**config.mk**
```make
export PLATFORM = sky130hd
export DESIGN_NAME = uart_tx_arbiter_flat
export DESIGN_NICKNAME = d
export VERILOG_FILES = /design/src/rtl/uart_tx_arbiter_pkg.sv /design/src/rtl/uart_tx_arbiter_if.sv /design/src/rtl/uart_tx_arbiter_rr_pick.sv /design/src/rtl/uart_tx_arbiter.sv /design/src/flat_wrapper.sv
export SDC_FILE = /design/constraint.sdc
export NUM_CORES = 1
export LEC_CHECK = 0
export CAP_MARGIN = 20
export CELL_PAD_IN_SITES_DETAIL_PLACEMENT = 0
export CELL_PAD_IN_SITES_GLOBAL_PLACEMENT = 1
export CORE_AREA = 2 2 86 72
export CTS_CLUSTER_DIAMETER = 50
export DETAILED_ROUTE_END_ITERATION = 10
export DIE_AREA = 0 0 88 74
export GPL_ROUTABILITY_DRIVEN = 0
export PLACE_DENSITY_LB_ADDON = 0.1
export SKIP_CTS_REPAIR_TIMING = 1
export SYNTH_ARGS = -nofsm -noshare
export SYNTH_HDL_FRONTEND = slang
export SYNTH_HIERARCHICAL = 1
export SYNTH_SLANG_ARGS = --single-unit
export TNS_END_PERCENT = 1
```
**constraint.sdc**
```tcl
create_clock -name i_uart_clk -period 5.16 [get_ports i_uart_clk]
set_input_delay 0.516 -clock i_uart_clk [delete_from_list [all_inputs] [get_ports i_uart_clk]]
set_output_delay 0.516 -clock i_uart_clk [all_outputs]
set_load 0.03 [all_outputs]
```
**src/rtl/uart_tx_arbiter_pkg.sv**
```systemverilog
//------------------------------------------------------------------------------
// Module : uart_pkg
// Brief  : Shared types and constants for the uart_tx arbiter slice.
// Rev    : 1.0  initial release
//------------------------------------------------------------------------------
`default_nettype none

package uart_pkg;

  typedef enum logic {
    IDLE   = 1'b0,
    LOCKED = 1'b1
  } uart_arb_state_t;

  localparam int UART_DEFAULT_DATA_BITS = 8;

endpackage

`default_nettype wire

```
**src/rtl/uart_tx_arbiter_if.sv**
```systemverilog
//------------------------------------------------------------------------------
// Module : uart_tx_arbiter_if
// Brief  : Requester and uart_tx handshake bundle around the arbiter.
// Rev    : 1.0  initial release
//------------------------------------------------------------------------------
`default_nettype none

interface uart_tx_arbiter_if #(
  parameter int N_REQ       = 4,
  parameter int N_DATA_BITS = 8
);

  logic [N_REQ-1:0]             i_req_valid;
  logic [N_REQ*N_DATA_BITS-1:0] i_req_data;
  logic [N_REQ-1:0]             i_req_last;
  logic [N_REQ-1:0]             o_req_ready;
  logic [N_REQ-1:0]             o_grant;
  logic                         o_tx_data_valid;
  logic [N_DATA_BITS-1:0]       o_tx_data;
  logic                         i_tx_ready;
  logic                         o_timeout;

  // Arbiter side
  modport slave (
    input  i_req_valid, i_req_data, i_req_last, i_tx_ready,
    output o_req_ready, o_grant, o_tx_data_valid, o_tx_data, o_timeout
  );

  // Requesters plus uart_tx side
  modport master (
    output i_req_valid, i_req_data, i_req_last, i_tx_ready,
    input  o_req_ready, o_grant, o_tx_data_valid, o_tx_data, o_timeout
  );

endinterface

`default_nettype wire

```
**src/rtl/uart_tx_arbiter_rr_pick.sv**
```systemverilog
//------------------------------------------------------------------------------
// Module : rr_pick
// Brief  : Combinational round-robin picker: first request at or after ptr.
// Rev    : 1.0  initial release
//------------------------------------------------------------------------------
`default_nettype none

module rr_pick #(
  parameter int N_REQ = 4,
  parameter int PTR_W = $clog2(N_REQ)
) (
  input  logic [N_REQ-1:0] i_req,
  input  logic [PTR_W-1:0] i_ptr,
  output logic [N_REQ-1:0] o_grant,
  output logic [PTR_W-1:0] o_idx,
  output logic             o_any
);

  localparam logic [PTR_W:0] c_N = (PTR_W+1)'(N_REQ);

  logic [2*N_REQ-1:0] w_dbl;
  logic [N_REQ-1:0]   w_rot;
  logic [PTR_W-1:0]   w_off;
  logic [PTR_W:0]     w_sum;

  // Rotating the doubled vector puts the pointer position at bit 0
  assign w_dbl = {i_req, i_req};
  assign w_rot = N_REQ'(w_dbl >> i_ptr);
  assign o_any = |i_req;

  always_comb begin
    w_off = '0;
    for (int i = N_REQ - 1; i >= 0; i--) begin
      if (w_rot[i]) begin
        w_off = PTR_W'(i);
      end
    end
  end

  assign w_sum = {1'b0, i_ptr} + {1'b0, w_off};
  assign o_idx = (w_sum >= c_N) ? PTR_W'(w_sum - c_N) : w_sum[PTR_W-1:0];

  generate
    for (genvar k = 0; k < N_REQ; k++) begin : g_onehot
      assign o_grant[k] = o_any && (o_idx == PTR_W'(k));
    end
  endgenerate

endmodule

`default_nettype wire

```
**src/rtl/uart_tx_arbiter.sv**
```systemverilog
//------------------------------------------------------------------------------
// Module : uart_tx_arbiter
// Brief  : Packet-locked round-robin arbiter feeding one uart_tx serialiser.
// Rev    : 1.0  initial release
//------------------------------------------------------------------------------
`default_nettype none

module uart_tx_arbiter
  import uart_pkg::*;
#(
  parameter int N_REQ       = 4,
  parameter int N_DATA_BITS = UART_DEFAULT_DATA_BITS,
  parameter int TIMEOUT     = 1024
) (
  input  logic              i_uart_clk,
  input  logic              i_uart_reset_n,
  input  logic              i_uart_en,
  uart_tx_arbiter_if.slave  bus
);

  localparam int c_PTR_W = $clog2(N_REQ);
  localparam int c_CNT_W = (TIMEOUT > 0) ? $clog2(TIMEOUT + 1) : 1;
  localparam logic [c_CNT_W-1:0] c_TIMEOUT  = c_CNT_W'(TIMEOUT);
  localparam logic [c_PTR_W-1:0] c_LAST_IDX = c_PTR_W'(N_REQ - 1);

  uart_arb_state_t        r_state, w_state_nxt;
  logic [N_REQ-1:0]       r_grant, w_grant_nxt;
  logic [c_PTR_W-1:0]     r_idx, w_idx_nxt;
  logic [c_PTR_W-1:0]     r_ptr, w_ptr_nxt;
  logic [c_CNT_W-1:0]     r_cnt, w_cnt_nxt;
  logic                   r_timeout, w_timeout_nxt;
  logic                   r_tx_valid, w_tx_valid_nxt;
  logic [N_DATA_BITS-1:0] r_tx_data, w_tx_data_nxt;

  logic [N_REQ-1:0]       w_pick_grant;
  logic [c_PTR_W-1:0]     w_pick_idx;
  logic                   w_pick_any;
  logic [N_REQ-1:0]       w_ready;
  logic [N_DATA_BITS-1:0] w_sel_data;
  logic [c_PTR_W-1:0]     w_ptr_inc;
  logic                   w_slot_free, w_req_beat, w_tx_beat;
  logic                   w_holder_valid, w_holder_last, w_expired;

  rr_pick #(
    .N_REQ (N_REQ),
    .PTR_W (c_PTR_W)
  ) u_rr_pick (
    .i_req   (bus.i_req_valid),
    .i_ptr   (r_ptr),
    .o_grant (w_pick_grant),
    .o_idx   (w_pick_idx),
    .o_any   (w_pick_any)
  );

  assign w_slot_free    = !r_tx_valid || bus.i_tx_ready;
  assign w_ready        = (i_uart_en && (r_state == LOCKED) && w_slot_free) ? r_grant : '0;
  assign w_req_beat     = |(bus.i_req_valid & w_ready);
  assign w_tx_beat      = r_tx_valid && bus.i_tx_ready;
  assign w_holder_valid = bus.i_req_valid[r_idx];
  assign w_holder_last  = bus.i_req_last[r_idx];
  assign w_sel_data     = bus.i_req_data[r_idx*N_DATA_BITS +: N_DATA_BITS];
  assign w_expired      = (TIMEOUT > 0) && (r_cnt == c_TIMEOUT);
  assign w_ptr_inc      = (r_idx == c_LAST_IDX) ? '0 : r_idx + 1'b1;

  always_comb begin
    w_state_nxt    = r_state;
    w_grant_nxt    = r_grant;
    w_idx_nxt      = r_idx;
    w_ptr_nxt      = r_ptr;
    w_cnt_nxt      = r_cnt;
    w_timeout_nxt  = r_timeout;
    w_tx_valid_nxt = r_tx_valid;
    w_tx_data_nxt  = r_tx_data;
    if (i_uart_en) begin
      w_timeout_nxt = 1'b0;
      if (w_req_beat) begin
        w_tx_data_nxt  = w_sel_data;
        w_tx_valid_nxt = 1'b1;
      end else if (w_tx_beat) begin
        w_tx_valid_nxt = 1'b0;
      end
      case (r_state)
        IDLE: begin
          if (w_pick_any) begin
            w_grant_nxt = w_pick_grant;
            w_idx_nxt   = w_pick_idx;
            w_cnt_nxt   = '0;
            w_state_nxt = LOCKED;
          end
        end
        LOCKED: begin
          // A beat always wins over an expiry landing in the same cycle
          if (w_req_beat) begin
            w_cnt_nxt = '0;
            if (w_holder_last) begin
              w_grant_nxt = '0;
              w_ptr_nxt   = w_ptr_inc;
              w_state_nxt = IDLE;
            end
          end else if (w_expired) begin
            w_grant_nxt   = '0;
            w_ptr_nxt     = w_ptr_inc;
            w_timeout_nxt = 1'b1;
            w_state_nxt   = IDLE;
          end else if ((TIMEOUT > 0) && !w_holder_valid && (r_cnt != c_TIMEOUT)) begin
            w_cnt_nxt = r_cnt + 1'b1;
          end
        end
        default: w_state_nxt = IDLE;
      endcase
    end
  end

  always_ff @(posedge i_uart_clk) begin
    if (!i_uart_reset_n) begin
      r_state    <= IDLE;
      r_grant    <= '0;
      r_idx      <= '0;
      r_ptr      <= '0;
      r_cnt      <= '0;
      r_timeout  <= 1'b0;
      r_tx_valid <= 1'b0;
      r_tx_data  <= '0;
    end else begin
      r_state    <= w_state_nxt;
      r_grant    <= w_grant_nxt;
      r_idx      <= w_idx_nxt;
      r_ptr      <= w_ptr_nxt;
      r_cnt      <= w_cnt_nxt;
      r_timeout  <= w_timeout_nxt;
      r_tx_valid <= w_tx_valid_nxt;
      r_tx_data  <= w_tx_data_nxt;
    end
  end

  assign bus.o_req_ready     = w_ready;
  assign bus.o_grant         = r_grant;
  assign bus.o_tx_data_valid = r_tx_valid;
  assign bus.o_tx_data       = r_tx_data;
  assign bus.o_timeout       = r_timeout;

endmodule

`default_nettype wire

```
**src/flat_wrapper.sv**
```systemverilog
// flat-port wrapper written by rule: the top's interface ports become plain ports
module uart_tx_arbiter_flat import uart_pkg::*;
#(
  parameter int N_REQ       = 4,
  parameter int N_DATA_BITS = UART_DEFAULT_DATA_BITS,
  parameter int TIMEOUT     = 1024
)
  (i_uart_clk, i_uart_reset_n, i_uart_en, bus_i_req_valid, bus_i_req_data, bus_i_req_last, bus_i_tx_ready, bus_o_req_ready, bus_o_grant, bus_o_tx_data_valid, bus_o_tx_data, bus_o_timeout);
  uart_tx_arbiter_if #(.N_REQ(N_REQ), .N_DATA_BITS(N_DATA_BITS)) bus_i ();
  input  logic i_uart_clk;
  input  logic i_uart_reset_n;
  input  logic i_uart_en;
  input wire logic [$bits(bus_i.i_req_valid)-1:0] bus_i_req_valid;
  input wire logic [$bits(bus_i.i_req_data)-1:0] bus_i_req_data;
  input wire logic [$bits(bus_i.i_req_last)-1:0] bus_i_req_last;
  input wire logic [$bits(bus_i.i_tx_ready)-1:0] bus_i_tx_ready;
  output wire logic [$bits(bus_i.o_req_ready)-1:0] bus_o_req_ready;
  output wire logic [$bits(bus_i.o_grant)-1:0] bus_o_grant;
  output wire logic [$bits(bus_i.o_tx_data_valid)-1:0] bus_o_tx_data_valid;
  output wire logic [$bits(bus_i.o_tx_data)-1:0] bus_o_tx_data;
  output wire logic [$bits(bus_i.o_timeout)-1:0] bus_o_timeout;
  assign bus_i.i_req_valid = bus_i_req_valid;
  assign bus_i.i_req_data = bus_i_req_data;
  assign bus_i.i_req_last = bus_i_req_last;
  assign bus_i.i_tx_ready = bus_i_tx_ready;
  assign bus_o_req_ready = bus_i.o_req_ready;
  assign bus_o_grant = bus_i.o_grant;
  assign bus_o_tx_data_valid = bus_i.o_tx_data_valid;
  assign bus_o_tx_data = bus_i.o_tx_data;
  assign bus_o_timeout = bus_i.o_timeout;
  uart_tx_arbiter #(.N_REQ(N_REQ), .N_DATA_BITS(N_DATA_BITS), .TIMEOUT(TIMEOUT)) u_core (.i_uart_clk(i_uart_clk), .i_uart_reset_n(i_uart_reset_n), .i_uart_en(i_uart_en), .bus(bus_i));
endmodule
```
# After elaboration in Yosys (flattened, before gate mapping)
# Index checks and enable logic that the tools add are counted.
[word_totals] word_cells=86 reg_bits=30
[classes] n_eq_ne=12 n_lt_le_gt_ge=2 bitwise=2 addsub=4 mux=34 shift=2 n_reduce_logical=22
[op_table] op="two-way mux 11 bit" count=4
[op_table] op="indexed part select 32 x 6 -> 8 bit" count=1
[op_table] op="case mux 11 bit (2 select lines)" count=1
[op_table] op="two-way mux 4 bit" count=5
[op_table] op="two-way mux 2 bit" count=9
[op_table] op="inequality test 3 bit, second input constant" count=4
[op_table] op="AND reduction 4 bit" count=3
[op_table] op="adder 11 x 1 -> 11 bit, second input constant" count=1
[op_table] op="equality test 11 bit, second input constant" count=1
[op_table] op="two-way mux 1 bit" count=11
[op_table] op="inequality test 11 bit, second input constant" count=1
[op_table] op="logical AND 1 bit" count=8
[op_table] op="case mux 4 bit (2 select lines)" count=1
[op_table] op="OR reduction 4 bit" count=2
[op_table] op="right shift 8 x 2 -> 4 bit" count=1
[op_table] op="equality test 2 bit, second input constant" count=3
[op_table] op="bitwise AND 4 bit" count=1
[op_table] op="binary-select mux 1 bit (select 2 bit)" count=2
[op_table] op="inequality test 2 bit, second input constant" count=2
[op_table] op="AND reduction 2 bit" count=2
[op_table] op="nonzero test 2 bit" count=2
[op_table] op="adder 2 x 2 -> 3 bit" count=1
[op_table] op=">= comparator 3 bit, second input constant" count=1
[op_table] op="less-than comparator 2 x 3 -> 1 bit, second input constant" count=1
[op_table] op="9 further kinds" count=10

# Logic depth before layout (Yosys ltp)
# Gate-level depths: netlist (run 1).
[logic_depth] depth_word=12 depth_mapped=12 ltp_nobuf=11

# Hierarchy
# Netlist (run 1), hierarchy kept.
[modules_own_cells] mod="uart_tx_arbiter" area_per_inst_um2=1747.9 instances=1 cells_per_inst=179
[modules_own_cells] mod="rr_pick" area_per_inst_um2=326.6 instances=1 cells_per_inst=42

# Worst setup path after synthesis (run 1)
# OpenSTA, ideal clock, no wires.
[synth_path] path_kind="input port to flip-flop" startpoint="input bus_i_req_valid[0]" endpoint="register u_core.r_grant[0] (netlist: u_core/bus.o_grant[0])" path_stages=8 setup_slack_ns=3.089 path_buffers=1 t_arrival_ns=1.951 required_ns=5.040 path_cell_list="buf_6 -> nor4_1 -> inv_1 -> o21ai_1 -> nor2_1 -> and2_1 -> o21ai_0 -> a21oi_1"
[synth_between] word_cells_on_any_way=21 cone_classes="add/sub: 2; order compare: 1; eq/ne: 3; shift: 1; mux: 8; bitwise: 1; reduce/logical: 5"
[synth_rtl] element="from (decl)" line_no="flat_wrapper.sv:13" source="input wire logic [$bits(bus_i.i_req_valid)-1:0] bus_i_req_valid;"
[synth_rtl] element="OR reduction 4 bit *" line_no="uart_tx_arbiter_rr_pick.sv:29" source="assign o_any = |i_req;"
[synth_rtl] element="net u_core.w_pick_any" line_no="uart_tx_arbiter.sv:37" source="logic w_pick_any;"
[synth_rtl] element="logical AND 1 bit" line_no="uart_tx_arbiter_rr_pick.sv:45" source="assign o_grant[k] = o_any && (o_idx == PTR_W'(k));"
[synth_rtl] element="two-way mux 4 bit" line_no="uart_tx_arbiter.sv:84" source="if (w_pick_any) begin"
[synth_rtl] element="case mux 4 bit (2 select lines)" line_no="uart_tx_arbiter.sv:82" source="case (r_state)"
[synth_rtl] element="to (signal assigned)" line_no="uart_tx_arbiter.sv:126" source="r_grant <= w_grant_nxt;"
[synth_rtl] element="to (decl)" line_no="uart_tx_arbiter.sv:27" source="logic [N_REQ-1:0] r_grant, w_grant_nxt;"
# The timed path passes the listed nets; every way through them passes the cells marked *. The select of a mux whose other input is x is not followed.
# A chain may end at the register's enable or synchronous reset.

# Final worst setup path (run 1)
[layout_path] startpoint="input i_uart_en" endpoint="output bus_o_req_ready[1]"
[layout_between] elab_chain_len=3
[layout_rtl] element="from (decl)" line_no="flat_wrapper.sv:12" source="input logic i_uart_en;"
[layout_rtl] element="logical AND 1 bit (2 in a row)" line_no="uart_tx_arbiter.sv:56" source="assign w_ready = (i_uart_en && (r_state == LOCKED) && w_slot_free) ? r_grant : '0;"
[layout_rtl] element="two-way mux 4 bit" line_no="uart_tx_arbiter.sv:56"
[layout_rtl] element="to (decl)" line_no="flat_wrapper.sv:17" source="output wire logic [$bits(bus_i.o_req_ready)-1:0] bus_o_req_ready;"
# No other way between the ends.

==> results.md, run 1 <==
- Counting tap cells, the placed design contains a total of 354 instances.
- The netlist area before placement is 0.00207 mm².
- The final setup violation count is 0.
- The maximum clock skew at final layout is 0.00553 ns.
- The final setup TNS is 0 ns.
- The global-route congestion overflow total is 0.
- The number of flops mapped to enable cells by yosys is 0.
- In this run the biggest area consumer among cell types represents 29.0% of the synthesized area.
- For this block, wires on met1 add up to 2.72 mm.
- In this run the count of I/O pins placed on the die edge is 62.
- Synthesis instantiated 54 different standard cells from the library.
- The via count normalized by instance count is 5.01.
- The largest total area in the synthesized netlist belongs to sky130_fd_sc_hd__dfxtp_1.
- The die is 74 µm tall.
- The fraction of the core area covered by cells at the end of the flow is 49.7%.
- Setup repair after global routing left no endpoint under its margin.
- The worst hold path endpoint is u_core/bus.o_timeout.
- Leaving out fill and tap cells, the most frequent cell in the layout is sky130_fd_sc_hd__clkdlybuf4s50_1.
- The post-synthesis area per instance is 9.39 µm².
- Across all register-to-register paths, the minimum setup slack is 2.64 ns.
- The number of antenna diodes in the final layout is 0.
- The maximum ir drop on the vdd rail is 0.000130 V.
- STA classifies the critical path endpoint as a primary output.
- The source-to-sink clock delay at the later pin of the worst-skew pair is 0.27 ns.
- The number of nets in the layout is 328.
- After synthesis, the share of flip-flops with an asynchronous set or reset is 0%.
- The filler-free cell count of the finished design is 361.
- The worst path required time is 4.64 ns.
- Measured against its own limit, the worst slew margin works out to 45.4%.
- The number of cell instances on the worst register-to-register path is 5.
- The post-synth net total is 269.
- The layout has 533 filler cells.
- The capture point of the worst reg-to-reg path is u_core/r_cnt[3].
- During synthesis, Yosys emitted a total of 6 warnings.
- The average wire per cell in the routed design is 14.5 µm.
- The pin count of the biggest net entering global routing is 25.
- Among all flip-flop cells after synthesis, the most frequent one is sky130_fd_sc_hd__dfxtp_1.
- The number of failing hold endpoints at the final stage is 0.
- The total routing resource utilization after global routing is 16.4%.
- The post-route antenna net violation count is 0.
- The post-layout instance area is 0.00281 mm².
- Measured along the x axis, the die boundary spans 88 µm.
- In this run, flip-flops and latches consume 41.8% of the power.
- By area the synthesized netlist is led by sky130_fd_sc_hd__dfxtp_1 29%, sky130_fd_sc_hd__mux4_2 11%, sky130_fd_sc_hd__mux2i_1 7.2%.
- Traced cell by cell, the critical path runs through clkdlybuf4s50_1, nand2_1, a21oi_1, and2_1, clkdlybuf4s50_1.
- The worst min-delay path startpoint is u_core/bus.o_timeout.
- The startpoint identified for the worst register-to-register timing path is u_core/r_idx[0].
- For this design the total switching power over the nets is 0.132 mW.
- The number of rows created at floorplan is 25.
- At the pin with the least slew margin, the transition time is 0.816 ns.
- The total length of routed met3 wires is 512 µm.
- Summed over all nets, wire length on met2 after detailed routing comes to 1.98 mm.
- Per report_power, the clock group accounts for 40.6% of the total.
- The maximum fanout along the worst path is 7.
- The H-tree was split into 2 levels.
- The count of pins over their slew limit is 0.
- The number of clock sinks is 30.
- Counting the buffers created by CTS gives 5.
- The total routed wirelength is 5.24 mm.
- The type of element launching the critical path is an input port.
- The TritonCTS clock tree is yes.
- Tracing the worst setup path back leads to its startpoint at i_uart_en.
- The largest single stage delay on the critical path is 0.67 ns.
- The via count of the first global-routing pass is 1648.
- In this run the worst hold path is classified as reg -> reg.
- The floorplan die area is 0.00651 mm².
- The power share of the combinational group is 17.6%.
- The gate count of the mapped netlist is 221.
- The count of cells along the worst hold path is 2.
- The longest clock path from root to sink contains 2 buffers.
- The detailed router used layers up to and including met4.
- The top achievable clock speed is 340 MHz.
- The total area inside the core boundary comes to 0.00566 mm².
- Among the stages of the critical path, the cell type that occurs most often is sky130_fd_sc_hd__clkdlybuf4s50_1.
- The post-route netlist has 11.4% of its cells at a drive strength greater than 1.
- Before antenna repair, the detailed router went through 4 iterations.
- The area of the multi-input gates is 0.00135 mm².
- The final critical-path share of the clock period is 57.0%.
- The first global-routing pass estimated 8.27 mm of wire.
- The total leakage power is 0.963 nW.
- The count of port buffers added during placement is 61.
- The placed instance area is 0.00270 mm².
- Cell internal power was estimated by the tool at 0.450 mW.
- Once detailed placement completed, the half-perimeter wirelength came to 3.90 mm.
- The run finished with clean final reports.
- STA puts the critical path data arrival time at 2.43 ns.
- The total power per unit cell area is 207 mW/mm².
- The highest-delay cell along the critical path is sky130_fd_sc_hd__clkdlybuf4s50_1.
- After synthesis the netlist holds a flip-flop and latch count of 30.
- The master cell of the clock root buffer is sky130_fd_sc_hd__clkbuf_8.
- The initial core utilization is 36.6%.
- In the routed design, unresolved DRC markers number 0.
- Max-cap violations in this run came to 0.
- Clock-pin slew was measured on the worst setup and hold paths at 0.06 ns.
- The number of antenna violations at the first check in global routing is 0.
- The starting DRC count in detailed routing is 74.
- The number of buffer and inverter stages on the critical path is 2.
- The area growth from synthesis to layout is 35.6%.
- The register area is 601 µm².
- The worst setup path is of the in -> out kind.
- In this run switching power makes up 22.7% of total power.
- Across all layers, the routed design uses 1810 vias.
- In the layout the commonest cells are 61 x sky130_fd_sc_hd__clkdlybuf4s50_1, 30 x sky130_fd_sc_hd__dfxtp_1, 23 x sky130_fd_sc_hd__nand2_1.
- The routed design could run at a clock period as short as 2.94 ns.
- The total power after layout is 0.582 mW.
- For this run, the register share of the synthesized area comes to 29.0%.
- On the critical path the largest part of the delay comes from buffers and inverters.
==> flip-flops by register name, indices dropped and copies added (netlist names) <==
register                    flops
u_core/bus.o_tx_data_valid      1
u_core/r_cnt                   11
u_core/r_ptr                    2
u_core/bus.o_timeout            1
u_core/bus.o_grant              4
u_core/bus.o_tx_data            8
u_core/r_idx                    2
u_core/r_state                  1
==> metrics by stage <==
step           worst slack (ns)  hold WS (ns)
2_1_floorplan              3.09         0.435
3_3_place_gp               2.22         0.457
3_5_place_dp               2.12         0.473
4_1_cts                    2.18         0.480
5_1_grt                    2.04         0.543
6_report                   2.22         0.474
==> power by group through the flow <==
stage          sequential [mW]  clock, mW  combinational (mW)
3_3_place_gp             0.249          0               0.102
3_5_place_dp             0.249          0               0.102
5_1_grt                  0.244      0.256               0.110
4_1_cts                  0.244      0.245               0.103
6_report                 0.243      0.237               0.102
2_1_floorplan            0.247          0              0.0574
==> layout make-up <==
class,instances,area share [%]
multi-input cells,172,47.9
repair buffers,62,22.0
flip-flops and latches,30,21.3
well taps,81,3.60
clock buffers,6,2.93
inverters,9,1.20
clock inverters,1,1.07
==> tightest hold or removal path, cell delays in order, from the launching register on <==
cell                       delay (ns)
sky130_fd_sc_hd__dfxtp_1         0.31
sky130_fd_sc_hd__nand2_1         0.05
sky130_fd_sc_hd__a21boi_0        0.06
==> cells in the mapped netlist, types with 2 or more instances <==
cell,instances
sky130_fd_sc_hd__nor4b_4,2
sky130_fd_sc_hd__a22oi_1,2
sky130_fd_sc_hd__nor4_1,2
sky130_fd_sc_hd__dfxtp_1,30
sky130_fd_sc_hd__xor2_1,2
sky130_fd_sc_hd__o211ai_1,2
sky130_fd_sc_hd__ha_1,4
sky130_fd_sc_hd__buf_6,4
sky130_fd_sc_hd__a21oi_1,8
sky130_fd_sc_hd__nand4_1,2
sky130_fd_sc_hd__nor2_1,15
sky130_fd_sc_hd__o21a_1,4
sky130_fd_sc_hd__and2_1,8
sky130_fd_sc_hd__xnor2_1,5
sky130_fd_sc_hd__mux4_2,10
sky130_fd_sc_hd__a21boi_0,3
sky130_fd_sc_hd__nor3b_1,5
sky130_fd_sc_hd__a21o_1,2
sky130_fd_sc_hd__buf_2,2
sky130_fd_sc_hd__o21ai_0,17
sky130_fd_sc_hd__nand3_1,4
sky130_fd_sc_hd__inv_1,9
sky130_fd_sc_hd__nand2_1,23
sky130_fd_sc_hd__mux2i_1,15
sky130_fd_sc_hd__nor2b_1,12
==> worst max path at each step <==
stage / endpoint / slack (ns) / cells after the start
after detailed placement: u_core/r_cnt[1] / 2.12 / 8
after CTS: bus_o_req_ready[1] / 2.18 / 5
after floorplan: u_core/bus.o_grant[0] / 3.09 / 8
after global placement: bus_o_req_ready[1] / 2.22 / 5
after global routing: bus_o_req_ready[1] / 2.04 / 5
final: bus_o_req_ready[1] / 2.22 / 5
==> per-layer routing <==
metal	vias up	global-route usage [%]
li1	921	-
met1	823	23.6
met2	62	23.3
met3	4	6.33
met4	0	3.59
met5	-	0
==> cells by family after synthesis <==
| kind of cell | count (synthesis) | share of synthesized area [%] |
|---|---|---|
| compound gates | 49 | 16.3 |
| xor+xnor | 7 | 2.96 |
| fa+ha+maj | 4 | 2.41 |
| buf+inv | 19 | 6.09 |
| flops | 30 | 29.0 |
| mux | 26 | 18.8 |
| simple gates | 86 | 24.4 |
(Power assumes the default switching activity.)
==> inputs of run 2 (changes only) <==
- CORE_AREA: 2 2 86 72 -> 2 2 94 78
- DIE_AREA: 0 0 88 74 -> 0 0 96 80
- clock period: 5.16 -> 2.5 ns (I/O delays scaled with it)
==> run 2 against run 1 <==
Compared with the run above:
- routed wire length rose by 7.5%
- clock-buffer cell count fell by 1
- largest power group unchanged
- power rose by 90%
- core utilization fell by 5.9 points
- setup slack got worse by 2.0 ns
- hold slack got worse by 0.0072 ns
- clock power rose by 54%
- die area rose by 18%
- sequential power rose by 100%
- flip-flop and latch count did not move
==> results.md, run 2 (same netlist as run 1, synthesis figures left out) <==
- The starting DRC count in detailed routing is 94.
- Final hold analysis gives a worst-case slack of 0.467 ns.
- The global-route congestion overflow total is 0.
- Of all nets on the critical path, the largest fanout is 4.
- After layout, the minimum clock period comes to 2.25 ns.
- The region available for standard cell placement spans 0.00672 mm².
- The number of filler cells placed in the layout is 669.
- The number of failing hold endpoints at the final stage is 0.
- The worst setup path is captured at a primary output.
- The total of max-cap violations is 0.
- For this run, the top clock speed supported by timing is 444 MHz.
- The number of buffer and inverter stages on the critical path is 3.
- The maximum ir drop on the vdd rail is 0.000226 V.
- In the layout the commonest cells are 61 x sky130_fd_sc_hd__clkdlybuf4s50_1, 30 x sky130_fd_sc_hd__dfxtp_1, 23 x sky130_fd_sc_hd__nand2_1.
- In the final timing run, aggregate negative setup slack is 0 ns.
- Tracing the worst setup path back leads to its startpoint at bus_i_tx_ready.
- The type of element launching the critical path is an input port.
- After detailed routing, the number of remaining DRC violations is 0.
- The number of buffers on the longest clock path is 2.
- For the worst setup path, the data arrival time is 2.00 ns.
- The final critical-path share of the clock period is 90.1%.
- After the flow finishes, the layout carries non-filler instances totaling 388.
- In the final layout, the share of cells above drive strength 1 is 17.6%.
- The total leakage power is 1.05 nW.
- The worst hold-check path type is reg -> reg.
- For this configuration, the core starts out at a cell density of 30.9%.
- After legalization and detailed placement, the total HPWL measured 4.41 mm.
- The average wire per cell in the routed design is 14.5 µm.
- The post-route antenna net violation count is 0.
- Once layout is complete, the utilization of the core stands at 43.8%.
- The completed layout was analyzed and its total power is 1.11 mW.
- The via total after detailed routing is 1899.
- Summing all flip-flop and latch instances after layout gives 601 µm².
- In this run the number of H-tree levels came out at 2.
- In this run the critical register-to-register path is launched from u_core/r_ptr[0].
- Entering global routing, the biggest net connects 23 pins.
- The number of rows created at floorplan is 27.
- Per report_power, the clock group accounts for 33.1% of the total.
- The capture point of the worst reg-to-reg path is u_core/bus.o_grant[1].
- The worst reg-to-reg setup slack is 0.38 ns.
- The transition time of the tightest slew-check pin is 0.771 ns.
- From left edge to right edge, the die measures 96 µm.
- The worst min-delay path startpoint is u_core/bus.o_timeout.
- From synthesis to final layout, the design area changed by 42.0%.
- The first global-routing pass estimated 9.08 mm of wire.
- The critical path's largest stage delay is 0.67 ns.
- The via count of the first global-routing pass is 1802.
- The switching portion of total power is 26.2%.
- In this run, CTS created clock tree buffers numbering 5.
- The number of cell instances on the worst register-to-register path is 11.
- The power share of the combinational group is 22.3%.
- Clock-pin slew was measured on the worst setup and hold paths at 0.06 ns.
- TritonCTS built the clock tree.
- In this run the tightest slew margin relative to its limit is 48.1%.
- The register with the most flip-flops in the layout has 11 of them.
- Once layout is done, the placed cells without fillers occupy 0.00295 mm².
- The number of nets in the layout is 349.
- The total routed wirelength is 5.63 mm.
- The setup slack after layout is 0.248 ns.
- The signal on the critical path passes through clkdlybuf4s50_1, inv_1, a21oi_1, and2_1, clkdlybuf4s50_1.
- Summing all multi-input logic gate instances after layout gives 0.00135 mm².
- The floorplan die area is 0.00768 mm².
- The register with the most flip-flops is u_core/r_cnt.
- Setup repair after global routing left no endpoint under its margin.
- In the global route stage, overall resource usage came out at 15.3%.
- Cell internal power was estimated by the tool at 0.816 mW.
- The top-level port count is 62.
- The pre-CTS setup slack is 0.0729 ns.
- The most used cell along the critical path is sky130_fd_sc_hd__clkdlybuf4s50_1.
- The clock net in this run drives a total of 30 sinks.
- For the worst setup path, the data required time is 2.25 ns.
- The placed instance area is 0.00287 mm².
- The count of buffers added on input and output ports is 61.
- In this run the vertical extent of the chip is 80 µm.
- The final setup violation count is 0.
- The count of pins over their slew limit is 0.
- The highest-delay cell along the critical path is sky130_fd_sc_hd__clkdlybuf4s50_1.
- The placed cell count is 381.
- The library cell used most frequently in the layout, excluding fill and tap cells, is sky130_fd_sc_hd__clkdlybuf4s50_1.
- The critical path crosses 5 cells after its start point.
- The total power per unit cell area is 375 mW/mm².
- The via count normalized by instance count is 4.89.
- The flow ran to the end, and the final reports show no timing, DRC or antenna violations.
- In this design, the largest share of critical-path delay is due to buffers and inverters.
- The master cell of the clock root buffer is sky130_fd_sc_hd__clkbuf_8.
- At the later pin of the worst-skew pair, clock insertion delay measures 0.28 ns.
- The number of antenna violations at the first check in global routing came to 0.
- The number of antenna diodes in the final layout is 0.
- The number of iterations in the first detailed-routing pass is 4.
- The destination of the critical timing path is bus_o_req_ready[2].
- The share of total power dissipated in sequential elements is 44.5%.
- The maximum clock skew at final layout is 0.00333 ns.
- For this design the total switching power over the nets is 0.289 mW.
- By startpoint and endpoint, the worst setup path is classified as in -> out.
run 2: cell types whose count changed in the layout (fill, tap and decap cells not counted):
cell / change
sky130_fd_sc_hd__buf_4: +21
sky130_fd_sc_hd__bufinv_16: -1
sky130_fd_sc_hd__clkbuf_8: -1
sky130_fd_sc_hd__clkinv_2: +2
run 2: worst min-delay path by stage:
stage | to | slack [ns] | cells after the start
finish | u_core/bus.o_timeout | 0.47 | 2
CTS | u_core/bus.o_timeout | 0.47 | 2
floorplan | u_core/bus.o_timeout | 0.41 | 2
global route | u_core/bus.o_timeout | 0.50 | 2
global placement | u_core/bus.o_timeout | 0.45 | 2
detailed placement | u_core/bus.o_timeout | 0.46 | 2
run 2: final cells by class:
cell class / instances / area share [%]
Multi-Input combinational cell: 172 / 45.8
Sequential cell: 30 / 20.4
Timing Repair Buffer: 83 / 26.3
Tap cell: 87 / 3.70
Clock buffer: 5 / 2.34
Inverter: 9 / 1.15
Clock inverter: 2 / 0.340
run 2: power groups by stage:
stage / Clock (mW) / Sequential, mW / Combinational [mW]
global placement: 0 / 0.503 / 0.247
finish: 0.366 / 0.492 / 0.247
floorplan: 0 / 0.509 / 0.119
CTS: 0.383 / 0.492 / 0.250
detailed placement: 0 / 0.503 / 0.248
global route: 0.404 / 0.493 / 0.271
run 2: worst register-to-register path: cells and delay by family, from the launching register on:
kind / cells / cell delay (ns)
fa+ha+maj: 1 / 0.34
flops: 1 / 0.43
buf+inv: 1 / 0.18
simple gates: 4 / 0.48
mux: 1 / 0.13
compound gates: 4 / 0.49
run 2: per-layer routing:
layer | GRT usage, % | share of wire, % | routed length [µm]
met1 | 23.1 | 52 | 2920
met3 | 4.53 | 9.8 | 549
met5 | 0 | 0 | 0
met2 | 20.8 | 38 | 2130
met4 | 3.86 | 0.59 | 33
==> inputs of run 3 (changes only) <==
- GPL_TIMING_DRIVEN: unset -> 0
==> run 3 against run 2 <==
Compared with the run above:
- final cell count down 2.8%
- non-clock buffer count shrank 12
- highest routed layer unchanged
- largest power group unchanged
- critical path depth is 1 higher
- hold slack got worse by 0.0077 ns
- flip-flop and latch count unchanged
- routed wire length fell by 2.1%
- register-to-register slack got worse by 0.13 ns
==> results.md, run 3 (same netlist as run 1, synthesis figures left out) <==
- In the final layout, the share of cells above drive strength 1 is 15.2%.
- TritonCTS built the clock tree.
- During I/O placement, the number of pins put on the boundary was 62.
- The largest single stage delay on the critical path is 0.58 ns.
- The count of port buffers added during placement is 61.
- After global routing the overflow that remains totals 0.
- In this run the number of H-tree levels came out at 2.
- The die is 80 µm tall.
- The routed metal-1 wirelength is 2.95 mm.
- The type of element launching the critical path is an input port.
- The final setup violation count is 0.
- The tightest min-delay check is of the reg -> reg type.
- The first global-routing pass estimated 8.76 mm of wire.
- u_core/r_cnt holds more flip-flops than any other register.
- For the finished layout, the period the worst path requires is 2.34 ns.
- The synthesis-to-finish area growth is 40.8%.
- The number of iterations in the first detailed-routing pass is 4.
- Across all hold checks on the routed design, the worst slack comes to 0.459 ns.
- Once detail routing completed, the nets flagged for antenna violations numbered 0.
- The number of filler cells placed in the layout is 680.
- Data on the critical path is required at its endpoint by 2.72 ns.
- The post-layout instance area is 0.00292 mm².
- Tracing the worst setup path back leads to its startpoint at i_uart_en.
- In this run the clock root is driven by a sky130_fd_sc_hd__clkbuf_8.
- The via count normalized by instance count is 4.88.
- The floorplan die area is 0.00768 mm².
- The number of buffers on the longest clock path is 2.
- The run finished with clean final reports.
- Counting the buffers created by CTS gives 5.
- The number of flip-flops under the largest register name is 11.
- Entering global routing, the biggest net connects 11 pins.
- The final layout contains 337 nets.
- The total leakage power is 1.10 nW.
- The number of failing hold endpoints at the final stage is 0.
- The worst reg-to-reg setup slack is 0.25 ns.
- Across the whole layout, storage elements account for 601 µm².
- Along the worst path, the maximum fanout reaches 7.
- The number of buffers and inverters on the critical path is 1.
- The worst-case headroom to the max-slew limit is 40.9%.
- For the pin with the worst max-slew slack, the measured transition is 0.878 ns.
- The total power after layout is 1.14 mW.
- After the first detailed-routing iteration, the DRC count stood at 80.
- The signal on the critical path passes through clkdlybuf4s50_1, nand2_1, a221oi_2, mux2_4, or4_1, a21boi_1.
- The total power per unit cell area is 390 mW/mm².
- The average wire per cell in the routed design is 14.6 µm.
- The critical path in this run is classified as in -> reg.
- The placeable core area is 0.00672 mm².
- The multi-input combinational cells in the finished layout cover a total of 0.00137 mm².
- The clock arrives with 0.00381 ns of skew.
- In the layout the commonest cells are 55 x sky130_fd_sc_hd__clkdlybuf4s50_1, 30 x sky130_fd_sc_hd__dfxtp_1, 23 x sky130_fd_sc_hd__nand2_1.
- Signal routing reaches up to met4.
- The die is 96 µm wide.
- The number of rows created at floorplan is 27.
- STA classifies the critical path endpoint as a flop.
- The count of unresolved DRC violations after routing is 0.
- Summed over all nets, wire length on met2 after detailed routing comes to 2.05 mm.
- In this run the critical register-to-register path is launched from u_core/r_ptr[0].
- Clock-pin slew was measured on the worst setup and hold paths at 0.07 ns.
- The initial utilization of the core area, before any placement, comes to 30.9%.
- The data arrival time at the worst-slack endpoint is 2.56 ns.
- The worst min-delay path startpoint is u_core/r_ptr[1].
- The total routing resource utilization after global routing is 14.8%.
- For the worst-skew pair, the clock arrives at the later sink with an insertion delay of 0.28 ns.
- The most frequent standard cell in the layout excluding fill and tap cells is sky130_fd_sc_hd__clkdlybuf4s50_1.
- Of the available clock period, the critical path in the final layout requires 93.6%.
- The placed instance area is 0.00279 mm².
- Across the run, the number of max-cap violations was 0.
- Counting every sink on the clock net gives 30.
- For this design, the slowest cell found on the critical path is sky130_fd_sc_hd__clkdlybuf4s50_1.
- The number of antenna diodes in the final layout is 0.
- The top achievable clock speed is 427 MHz.
- Setup repair after global routing left no endpoint under its margin.
- The count of pins over their slew limit is 0.
- The kind of cell with the highest combined delay along the critical path is compound AO/OA/AOI/OAI gates.
- Wire segments on met3 add up to 478 µm in the final route.
- The via count of the first global-routing pass is 1779.
- The total routed wirelength is 5.51 mm.
- The number of antenna violations at the first check in global routing came to 0.
- Summed over all nets, the half-perimeter wirelength after detailed placement is 4.27 mm.
- The maximum ir drop on the vdd rail is 0.000201 V.
- The via total after detailed routing is 1839.
[run 3: area by class of cell]
| class | instances | area share [%] |
|---|---|---|
| repair buffers | 61 | 21.4 |
| well taps | 87 | 3.73 |
| multi-input cells | 172 | 46.9 |
| inverters | 9 | 1.16 |
| flip-flops and latches | 30 | 20.6 |
| clock inverters | 1 | 0.171 |
| plain buffers | 10 | 3.17 |
| clock buffers | 7 | 2.96 |
[run 3: metrics by stage]
step	cells	setup WS (ns)	utilization, %	TNS (ns)
after floorplan	221	0.462	-	0
after global placement	369	-0.424	41.6	-5.05
after detailed placement	369	-0.424	41.6	-5.15
after CTS	377	-0.152	42.9	-0.932
after global routing	377	0.00162	43.5	0
final	377	0.160	43.5	0
[run 3: final timing paths]
path,end,cells past startpoint
max,u_core/r_ptr[0],6
min,u_core/r_ptr[1],2
max reg2reg,u_core/bus.o_grant[1],12
min reg2reg,u_core/r_ptr[1],2
[run 3: report_power, final]
group / switching, mW / internal [mW] / total [mW] / leakage, nW
clock: 0.187 / 0.222 / 0.409 / 0.0482
combinational: 0.102 / 0.135 / 0.237 / 0.807
sequential: 0.00743 / 0.485 / 0.493 / 0.242
total: 0.297 / 0.842 / 1.14 / 1.10
[run 3: worst register-to-register path, stage by stage (launching register included)]
cell                       delay (ns)
sky130_fd_sc_hd__dfxtp_1         0.38
sky130_fd_sc_hd__buf_6           0.15
sky130_fd_sc_hd__inv_1           0.06
sky130_fd_sc_hd__nor3b_1         0.20
sky130_fd_sc_hd__a21oi_1         0.07
sky130_fd_sc_hd__o211ai_1        0.22
sky130_fd_sc_hd__ha_1            0.27
sky130_fd_sc_hd__xor2_1          0.22
sky130_fd_sc_hd__nand2_1         0.10
sky130_fd_sc_hd__mux2i_1         0.13
sky130_fd_sc_hd__and2_1          0.16
sky130_fd_sc_hd__o21ai_0         0.08
sky130_fd_sc_hd__a21oi_1         0.14
[run 3: metal layers]
metal  vias up  GRT usage (%)
li1        938              -
met1       836           22.3
met2        61           19.8
met3         4           5.10
met4         0           3.29
met5         -              0
